$ cat config.mk
export PLATFORM = sky130hd
export DESIGN_NAME = aes_round_key_store
export DESIGN_NICKNAME = d
export VERILOG_FILES = /design/src/rtl/aes_round_key_store.sv
export SDC_FILE = /design/constraint.sdc
export NUM_CORES = 2
export LEC_CHECK = 0
export BUFFER_PORTS_ARGS = -buffer_cell sky130_fd_sc_hd__buf_4
export CAP_MARGIN = 40
export CELL_PAD_IN_SITES_DETAIL_PLACEMENT = 0
export CELL_PAD_IN_SITES_GLOBAL_PLACEMENT = 1
export CORE_UTILIZATION = 55
export DETAILED_ROUTE_END_ITERATION = 12
export PLACE_DENSITY = 0.78
export SETUP_SLACK_MARGIN = 0.5
export SLEW_MARGIN = 10
export SYNTH_ARGS = -nofsm -noshare
export SYNTH_HDL_FRONTEND = slang
export SYNTH_SLANG_ARGS = --single-unit
$ cat constraint.sdc
create_clock -name clk -period 23.7 [get_ports clk]
set_input_delay 1.185 -clock clk [delete_from_list [all_inputs] [get_ports clk]]
set_output_delay 1.185 -clock clk [all_outputs]
set_load 0.03 [all_outputs]
$ cat src/rtl/aes_round_key_store.sv
// aes_round_key_store
//   Writable round-key buffer. Round keys stream in over a valid/ready load
//   port in round order and are held in a register array. Keys are served by
//   random-access read or by an internal round sequencer (forward/reverse).
//
// Optional build macro: KEYSTORE_PARITY_EN
//   Defined   : one even-parity bit per byte stored with each entry, checked
//               on every delivered read; a mismatch pulses key_err.
//   Undefined : no parity storage, key_err tied low.
//
// Ports
//   clk, resetn        clock, synchronous active-low reset
//   wr_valid/ready/data key load beats, round order 0..DEPTH-1
//   clear              invalidate contents, back to EMPTY
//   rd_en, rd_addr     random-access read request
//   seq_start, seq_dir start a round sequence (0 fwd, 1 rev)
//   seq_step           advance the sequencer one round
//   key_out/valid/round registered read result (1-cycle latency)
//   seq_last           final round of a sequence delivered
//   keys_loaded        store full, reads permitted
//   rd_err             illegal read pulse
//   key_err            parity error pulse
module aes_round_key_store #(
  parameter int DATA_W = 128,
  parameter int DEPTH  = 15,
  parameter int ADDR_W = 4
) (
  input  logic              clk,
  input  logic              resetn,
  input  logic              wr_valid,
  output logic              wr_ready,
  input  logic [DATA_W-1:0] wr_data,
  input  logic              clear,
  input  logic              rd_en,
  input  logic [ADDR_W-1:0] rd_addr,
  input  logic              seq_start,
  input  logic              seq_dir,
  input  logic              seq_step,
  output logic [DATA_W-1:0] key_out,
  output logic              key_valid,
  output logic [ADDR_W-1:0] key_round,
  output logic              seq_last,
  output logic              keys_loaded,
  output logic              rd_err,
  output logic              key_err
);

  localparam logic [ADDR_W-1:0] LAST = ADDR_W'(DEPTH - 1);

  typedef enum logic [1:0] {S_EMPTY, S_LOAD, S_FULL} state_t;

  state_t            state, state_nxt;
  logic [ADDR_W-1:0] wr_ptr;
  logic              wr_fire;
  logic              full;

  logic [DATA_W-1:0] mem [DEPTH];

  // clear wins over a same-cycle beat: the beat is dropped.
  assign wr_fire = wr_valid & wr_ready & ~clear;
  assign full    = (state == S_FULL);

  // ---------------- load FSM ----------------
  always_ff @(posedge clk) begin
    if (!resetn) state <= S_EMPTY;
    else         state <= state_nxt;
  end

  always_comb begin
    state_nxt = state;
    if (clear) state_nxt = S_EMPTY;
    else begin
      case (state)
        S_EMPTY: if (wr_fire) state_nxt = (DEPTH == 1) ? S_FULL : S_LOAD;
        S_LOAD:  if (wr_fire && wr_ptr == LAST) state_nxt = S_FULL;
        default: ;
      endcase
    end
  end

  always_comb begin
    wr_ready    = 1'b0;
    keys_loaded = 1'b0;
    case (state)
      S_EMPTY, S_LOAD: wr_ready    = 1'b1;
      S_FULL:          keys_loaded = 1'b1;
      default: ;
    endcase
  end

  always_ff @(posedge clk) begin
    if (!resetn || clear) wr_ptr <= '0;
    else if (wr_fire)     wr_ptr <= wr_ptr + 1'b1;
  end

  // Contents are deliberately not reset.
  always_ff @(posedge clk) begin
    if (resetn && wr_fire) mem[wr_ptr] <= wr_data;
  end

  // ---------------- round sequencer ----------------
  logic              seq_act, seq_rev;
  logic [ADDR_W-1:0] seq_ptr, seq_end, seq_nxt, start_idx;
  logic              at_end;

  assign seq_end   = seq_rev ? '0 : LAST;
  assign seq_nxt   = seq_rev ? seq_ptr - 1'b1 : seq_ptr + 1'b1;
  assign at_end    = (seq_ptr == seq_end);
  assign start_idx = seq_dir ? LAST : '0;

  // seq_act stays set while the last key sits delivered; the following step
  // just retires the sequence without producing a key.
  always_ff @(posedge clk) begin
    if (!resetn || clear) begin
      seq_act <= 1'b0;
      seq_rev <= 1'b0;
      seq_ptr <= '0;
    end else if (seq_start && full) begin
      seq_act <= 1'b1;
      seq_rev <= seq_dir;
      seq_ptr <= start_idx;
    end else if (seq_step && full && seq_act) begin
      if (at_end) seq_act <= 1'b0;
      else        seq_ptr <= seq_nxt;
    end
  end

  // ---------------- request arbitration ----------------
  // clear > seq_start > seq_step > rd_en; only the winner is acted on.
  logic              do_rd, do_err, rd_last;
  logic [ADDR_W-1:0] rd_idx;

  always_comb begin
    do_rd   = 1'b0;
    do_err  = 1'b0;
    rd_last = 1'b0;
    rd_idx  = '0;
    if (clear) begin
      do_rd = 1'b0;
    end else if (seq_start) begin
      if (full) begin
        do_rd   = 1'b1;
        rd_idx  = start_idx;
        rd_last = (DEPTH == 1);
      end else begin
        do_err = 1'b1;
      end
    end else if (seq_step) begin
      if (!full) do_err = 1'b1;
      else if (seq_act && !at_end) begin
        do_rd   = 1'b1;
        rd_idx  = seq_nxt;
        rd_last = (seq_nxt == seq_end);
      end
    end else if (rd_en) begin
      if (!full || int'(rd_addr) >= DEPTH) do_err = 1'b1;
      else begin
        do_rd  = 1'b1;
        rd_idx = rd_addr;
      end
    end
  end

  // ---------------- read output registers ----------------
  always_ff @(posedge clk) begin
    if (!resetn) begin
      key_out   <= '0;
      key_round <= '0;
      key_valid <= 1'b0;
      seq_last  <= 1'b0;
      rd_err    <= 1'b0;
    end else begin
      key_valid <= do_rd;
      seq_last  <= do_rd & rd_last;
      rd_err    <= do_err;
      if (do_rd) begin
        key_out   <= mem[rd_idx];
        key_round <= rd_idx;
      end
    end
  end

`ifdef KEYSTORE_PARITY_EN
  localparam int NB = DATA_W / 8;

  logic [NB-1:0] par_mem [DEPTH];
  logic          perr;

  function automatic logic [NB-1:0] byte_par(input logic [DATA_W-1:0] d);
    logic [NB-1:0] p;
    for (int b = 0; b < NB; b++) p[b] = ^d[b*8 +: 8];
    return p;
  endfunction

  always_ff @(posedge clk) begin
    if (resetn && wr_fire) par_mem[wr_ptr] <= byte_par(wr_data);
  end

  assign perr = |(byte_par(mem[rd_idx]) ^ par_mem[rd_idx]);

  always_ff @(posedge clk) begin
    if (!resetn) key_err <= 1'b0;
    else         key_err <= do_rd & perr;
  end
`else
  assign key_err = 1'b0;
`endif

endmodule

=== Word-level counts from Yosys, hierarchy flattened ===
Memories as Yosys holds them, arrays and structs flattened. A register that Yosys moved wholly into a read port is not among the register bits.
Cells that the tools add are included.

* Bits in registers: 19
* RAM bits: 1,920
* Output and inout bits: 138
* Word-level logic and storage cells: 89
* Memories: 1

* $add $sub $neg: 3
* $lt $le $gt $ge: 1
* Eq/ne operators: 8
* Mux-type cells: 41
* Bitwise gates (word level): 5
* Reductions and logical operators: 21

{| class="wikitable"
|+ Memories
! name !! depth !! bits a word !! rd ports !! clocked after Yosys merged registers in !! write ports !! RTL line !! text
|-
| mem || 15 || 128 || 1 || 1 || 1 || 57 || <nowiki>logic [DATA_W-1:0] mem [DEPTH];</nowiki>
|}

{| class="wikitable"
|+ Operator list
! kind !! number
|-
| 2-to-1 mux 4 bit || 14
|-
| 2-to-1 mux 1 bit || 24
|-
| adder 4 x 1 -> 4 bit, second input constant || 2
|-
| equality test 4 bit || 2
|-
| logical AND 1 bit || 6
|-
| nonzero test 2 bit || 3
|-
| equality test 4 bit, second input constant || 1
|-
| greater-or-equal comparator 4 bit, second input constant || 1
|-
| zero test 1 bit || 4
|-
| 2-to-1 mux 2 bit || 2
|-
| != test 2 bit, second input constant || 2
|-
| one-hot mux 2 bit (2 select lines) || 1
|-
| AND reduction 2 bit || 2
|-
| OR reduction 2 bit || 2
|-
| subtractor 4 x 1 -> 4 bit, second input constant || 1
|-
| AND 1 bit || 3
|-
| AND reduction 3 bit || 1
|-
| equality test 2 x 1 -> 1 bit, second input constant || 1
|-
| equality test 2 bit, second input constant || 1
|-
| zero test 2 bit || 1
|-
| logical OR 1 bit || 2
|-
| != test 2 x 1 -> 1 bit, second input constant || 1
|-
| NOT 1 bit || 2
|}

=== Logic depth before layout (Yosys ltp) ===
* Depth after elaboration: 10
* Gate-level depth with buffers: 13
* Mapped depth without buffers: 9

=== Worst setup path before layout ===
Ideal clock, no wire load.

* Path kind: input to register
* Start point: input clear
* End point: memory mem[1][0] (enable)
* Library setup time: 0.772 ns
* Arrival: 10.549 ns
* Data required time: 22.928 ns
* Setup slack: 12.378 ns
* Stages on the path: 4
* Path buffers: 1
* Cells stage by stage: nor3b_1 -> clkbuf_1 -> nand3_1 -> nor3_1

* Cells in the longest elaborated chain, start to end: 5

{| class="wikitable"
|+ Ends and longest elaborated chain
! what !! RTL line !! text
|-
| start: declaration || 33 || <nowiki>input logic clear,</nowiki>
|-
| NOT 1 bit || 60 || <nowiki>assign wr_fire = wr_valid & wr_ready & ~clear;</nowiki>
|-
| AND 1 bit || 60 ||
|-
| logical AND 1 bit || 98 || <nowiki>if (resetn && wr_fire) mem[wr_ptr] <= wr_data;</nowiki>
|-
| 2-to-1 mux 1 bit || 98 ||
|-
| 2-to-1 mux 1 bit (implied by the code) || 98 ||
|-
| end: declaration || 57 ||
|}

Every way passes these cells.

=== Worst setup path after layout ===
* Start point: register seq_rev
* End point: register key_out[91], read port of mem

* Cells in the longest elaborated chain, start to end: 9
* Elaborated cells between the ends (all ways): 15
* Those cells by class: eq/ne: 1; mux: 12; reduce/logical: 2

{| class="wikitable"
|+ Ends and longest elaborated chain
! what !! RTL line !! text
|-
| start: declaration || 102 || <nowiki>logic seq_act, seq_rev;</nowiki>
|-
| start signal: assignment || 120 || <nowiki>seq_rev <= seq_dir;</nowiki>
|-
| 2-to-1 mux 4 bit || 106 || <nowiki>assign seq_end = seq_rev ? '0 : LAST;</nowiki>
|-
| equality test 4 bit || 108 || <nowiki>assign at_end = (seq_ptr == seq_end);</nowiki>
|-
| zero test 1 bit || 150 || <nowiki>else if (seq_act && !at_end) begin</nowiki>
|-
| logical AND 1 bit || 150 ||
|-
| 2-to-1 mux 4 bit or 2-to-1 mux 1 bit (tied branches) || 150 ||
|-
| 2-to-1 mux 4 bit or 2-to-1 mux 1 bit (tied branches) || 149 || <nowiki>if (!full) do_err = 1'b1;</nowiki>
|-
| 2-to-1 mux 4 bit or 2-to-1 mux 1 bit (tied branches) || 148 || <nowiki>end else if (seq_step) begin</nowiki>
|-
| 2-to-1 mux 4 bit or 2-to-1 mux 1 bit (tied branches) || 140 || <nowiki>end else if (seq_start) begin</nowiki>
|-
| 2-to-1 mux 4 bit or 2-to-1 mux 1 bit (tied branches) || 138 || <nowiki>if (clear) begin</nowiki>
|-
| end: declaration || 39 || <nowiki>output logic [DATA_W-1:0] key_out,</nowiki>
|}

Several ways; a longest one is shown, not always the timed one.
A chain may end at the register's enable or synchronous reset.

==> metrics.md <==
| Metric | Value |
|---|---|
| Pins Over Slew Limit | `0` |
| Commonest non-fill, non-tap cells in the layout | `edfxtp_1, nand2_1, buf_4` |
| WL final | `213 mm` |
| Max VDD drop | `67.8 uV` |
| Critical path type | `flip-flop to flip-flop` |
| CTS Hold Bufs | `0` |
| Crit Path Max Fanout | `approximately 150` |
| FFs w/ async S/R, synth | `0` |
| CTS tree | `built` |
| Core area | `around 140000 um^2` |
| Layout filler cell count | `about 10000` |
| Worst-case clock skew | `roughly 0.033 ns` |
| Final period util | `0.216` |
| GR Util All Layers | `0.292` |
| Remaining antenna violation count | `0` |
| Endpoints failing hold | `0` |
| Setup violators final | `0` |
| Slew @ Worst Pin | `approximately 1.1 ns` |
| Number of global-route vias before repair | `between 40000 and 50000` |
| Status | `completed` |
| Most common cell after layout, fill and taps aside | `edfxtp_1` |
| Top_reg_cell synth | `edfxtp_1` |
| DR vias | `about 48000` |
| R2r setup slk | `between 15 and 20 ns` |
| Num CTS Buffers | `approximately 200` |
| I/O Buffers | `~280` |
| Clock network fraction of total power | `0.431` |
| Internal power | `between 5 and 6 mW` |
| Inst Count DP | `7043` |
| Combinational power share | `0.033` |
| Initial antenna violation count | `22` |
| Pwr dens | `82.9 nW/um^2` |
| Leak | `approximately 31 nW` |
| H-tree Lvls | `4` |
| Placer Congestion | `approximately 0.78` |
| DR pass1 iterations | `5` |
| Die ar. | `145000 um^2` |
| # Post-CTS Setup Buffers | `0` |
| Max Buffers Root-to-Sink | `3` |
| Sink Count | `between 2000 and 2500` |
| Max Cap Viol | `0` |
| Remaining Overflow, GRT | `0` |
| Sw frac | `0.206` |
| Wire length per cell | `around 29 um` |
| Area added between synthesis and finish | `14.7%` |
| Largest net degree at the start of global routing | `about 160` |
| P_sw | `roughly 1.5 mW` |
| Post-CTS sizing | `0` |
| Synth Cell Area | `a little under 80000 um^2` |
| Fin cells | `7438` |
| IO Pins | `278` |
| Setup_tns | `0 ns` |
| Width of the die | `about 380 um` |
| Crit start category | `flip-flop` |
| Vias/cell | `between 6 and 7` |
| Post-DP HPWL | `109 mm` |
| Syn_area_per_cell | `roughly 15 um^2` |
| Synth warn | `0` |
| Worst EP required | `24.41 ns` |
| Post-synth EDFFs | `approximately 1900` |
| Setup crit end kind | `flip-flop` |
| Layout Nets | `around 5500` |
| Post-route DRC | `0` |
| Sequential fraction of the synthesis area | `0.768` |
| First-pass GRT wire length | `310 mm` |
| CP Data Arrival Time | `~5.8 ns` |
| Setup slack at placement | `around 18 ns` |
| Cell Rows | `around 140` |
| Clock-pin slew on the worst setup and hold paths | `roughly 0.060 ns` |
| Max-Slew Margin vs Limit | `0.286` |
| Net Count, Synth | `~5300` |
| Yosys cell types | `60` |
| Fmax | `195 MHz` |
| Initial Utilization | `0.556` |
| Die Y-Extent | `between 300 and 400 um` |
| Clock root buffer | `clkbuf_16` |
| Final WS setup | `around 19 ns` |
| Flop pwr share | `0.536` |
| Unrepaired setup endpoints after global routing | `false` |
| Clock Latency Late Sink | `about 0.84 ns` |
| Register bit count reported by yosys | `approximately 2100` |
| Fraction of layout instances using a drive strength above 1 | `0.161` |
| 1st-iter DRT viols | `about 5100` |
| HP Class | `flip-flop to flip-flop` |
| Syn Inst Count | `5112` |
| Tmin final | `about 5.1 ns` |
cell usage after synthesis (all sizes together) (2+ instances only):
cell type,count,area share
a211o,2,0.00022
a211oi,18,0.0017
a21o,4,0.00038
a21oi,107,0.0068
a221oi,174,0.023
a22o,14,0.0016
a22oi,17,0.0016
a31o,16,0.0018
a31oi,291,0.023
a32o,16,0.0020
a32oi,18,0.0020
and2,3,0.00024
and3,18,0.0014
buf,117,0.0079
clkbuf,250,0.012
dfxtp,147,0.037
edfxtp,1920,0.73
ha,7,0.0011
inv,6,0.00029
mux2i,139,0.018
mux4,86,0.025
nand2,935,0.044
nand2b,3,0.00024
nand3,237,0.015
nand4,6,0.00048
nor2,165,0.0079
nor3,13,0.0010
nor4,3,0.00024
o2111a,2,0.00029
o211ai,97,0.0092
o21ai,127,0.0081
o221ai,14,0.0016
or2,2,0.00016
or4,111,0.011
xnor2,6,0.00067
xor2,5,0.00056
power groups by stage:
stage	registers [mW]	clock network, mW	logic, mW
floorplan	4.12	0	0.0871
global placement	4.10	0	0.236
detailed placement	4.10	0	0.244
CTS	4.02	3.26	0.245
global route	4.02	3.40	0.260
finish	4.02	3.23	0.245
metal layers:
metal / wire, um / global-route usage
met1: 86000 / 0.408
met2: 102000 / 0.467
met3: 19500 / 0.0579
met4: 5290 / 0.0879
met5: 176 / 0
worst max-delay path: stages (launching register included):
cell and delay [ns]:
dfxtp_1 0.43, ha_1 0.38, ha_1 0.20, nand2_1 0.15, o2111a_4 0.38, nor2_4 0.36
buf_12 0.71, buf_4 0.41, buf_16 0.29, buf_4 0.55, mux4_2 0.58, a221oi_1 0.31
a21oi_1 0.11
layout make-up:
cell class	count	area, um^2	share of cell area
Sequential cell	2067	60600	0.670
Multi-Input combinational cell	2672	17000	0.187
Clock buffer	281	5590	0.0618
Timing Repair Buffer	410	3790	0.0419
Tap cell	1890	2360	0.0261
Clock inverter	103	1140	0.0126
Inverter	6	27.5	0.000304
Antenna cell	9	22.5	0.000249
path summary, 6_finish.rpt:
check                from            to  depth (start not counted)
max               seq_rev   key_out[91]                         12
min          key_round[3]  key_round[3]                          2
max reg2reg       seq_rev   key_out[91]                         12
min reg2reg  key_round[3]  key_round[3]                          2
registers in the layout, indices dropped and copies added (netlist names):
signal / flops
key_round: 4
seq_last: 1
seq_rev: 1
key_valid: 1
rd_err: 1
seq_ptr: 4
wr_ptr: 4
state: 2
seq_act: 1
mem: 1920
key_out: 128
logic make-up (layout without fill, tap and decap cells):
family	Yosys count	in the layout	share of synthesized area
AO/OA/AOI/OAI	923	923	0.0842
XOR/XNOR	11	11	0.00122
adder cells (fa/ha/maj)	8	8	0.00136
buffers and inverters	373	800	0.0201
flip-flops	2067	2067	0.768
multiplexers	225	225	0.0422
other	1	10	0.0000475
AND/OR/NAND/NOR	1504	1504	0.0827
metrics by stage:
stage	utilization	area, um^2	hold slack, ns	power (mW)
after detailed placement	0.590	83700	0.458	4.34
after CTS	0.637	90400	0.466	7.53
final	0.638	90500	0.466	7.50
after floorplan	-	78900	0.471	4.20
after global routing	0.638	90500	0.495	7.68
after global placement	0.584	82800	0.446	4.33
Note: power is estimated with default switching activity, not from simulation.
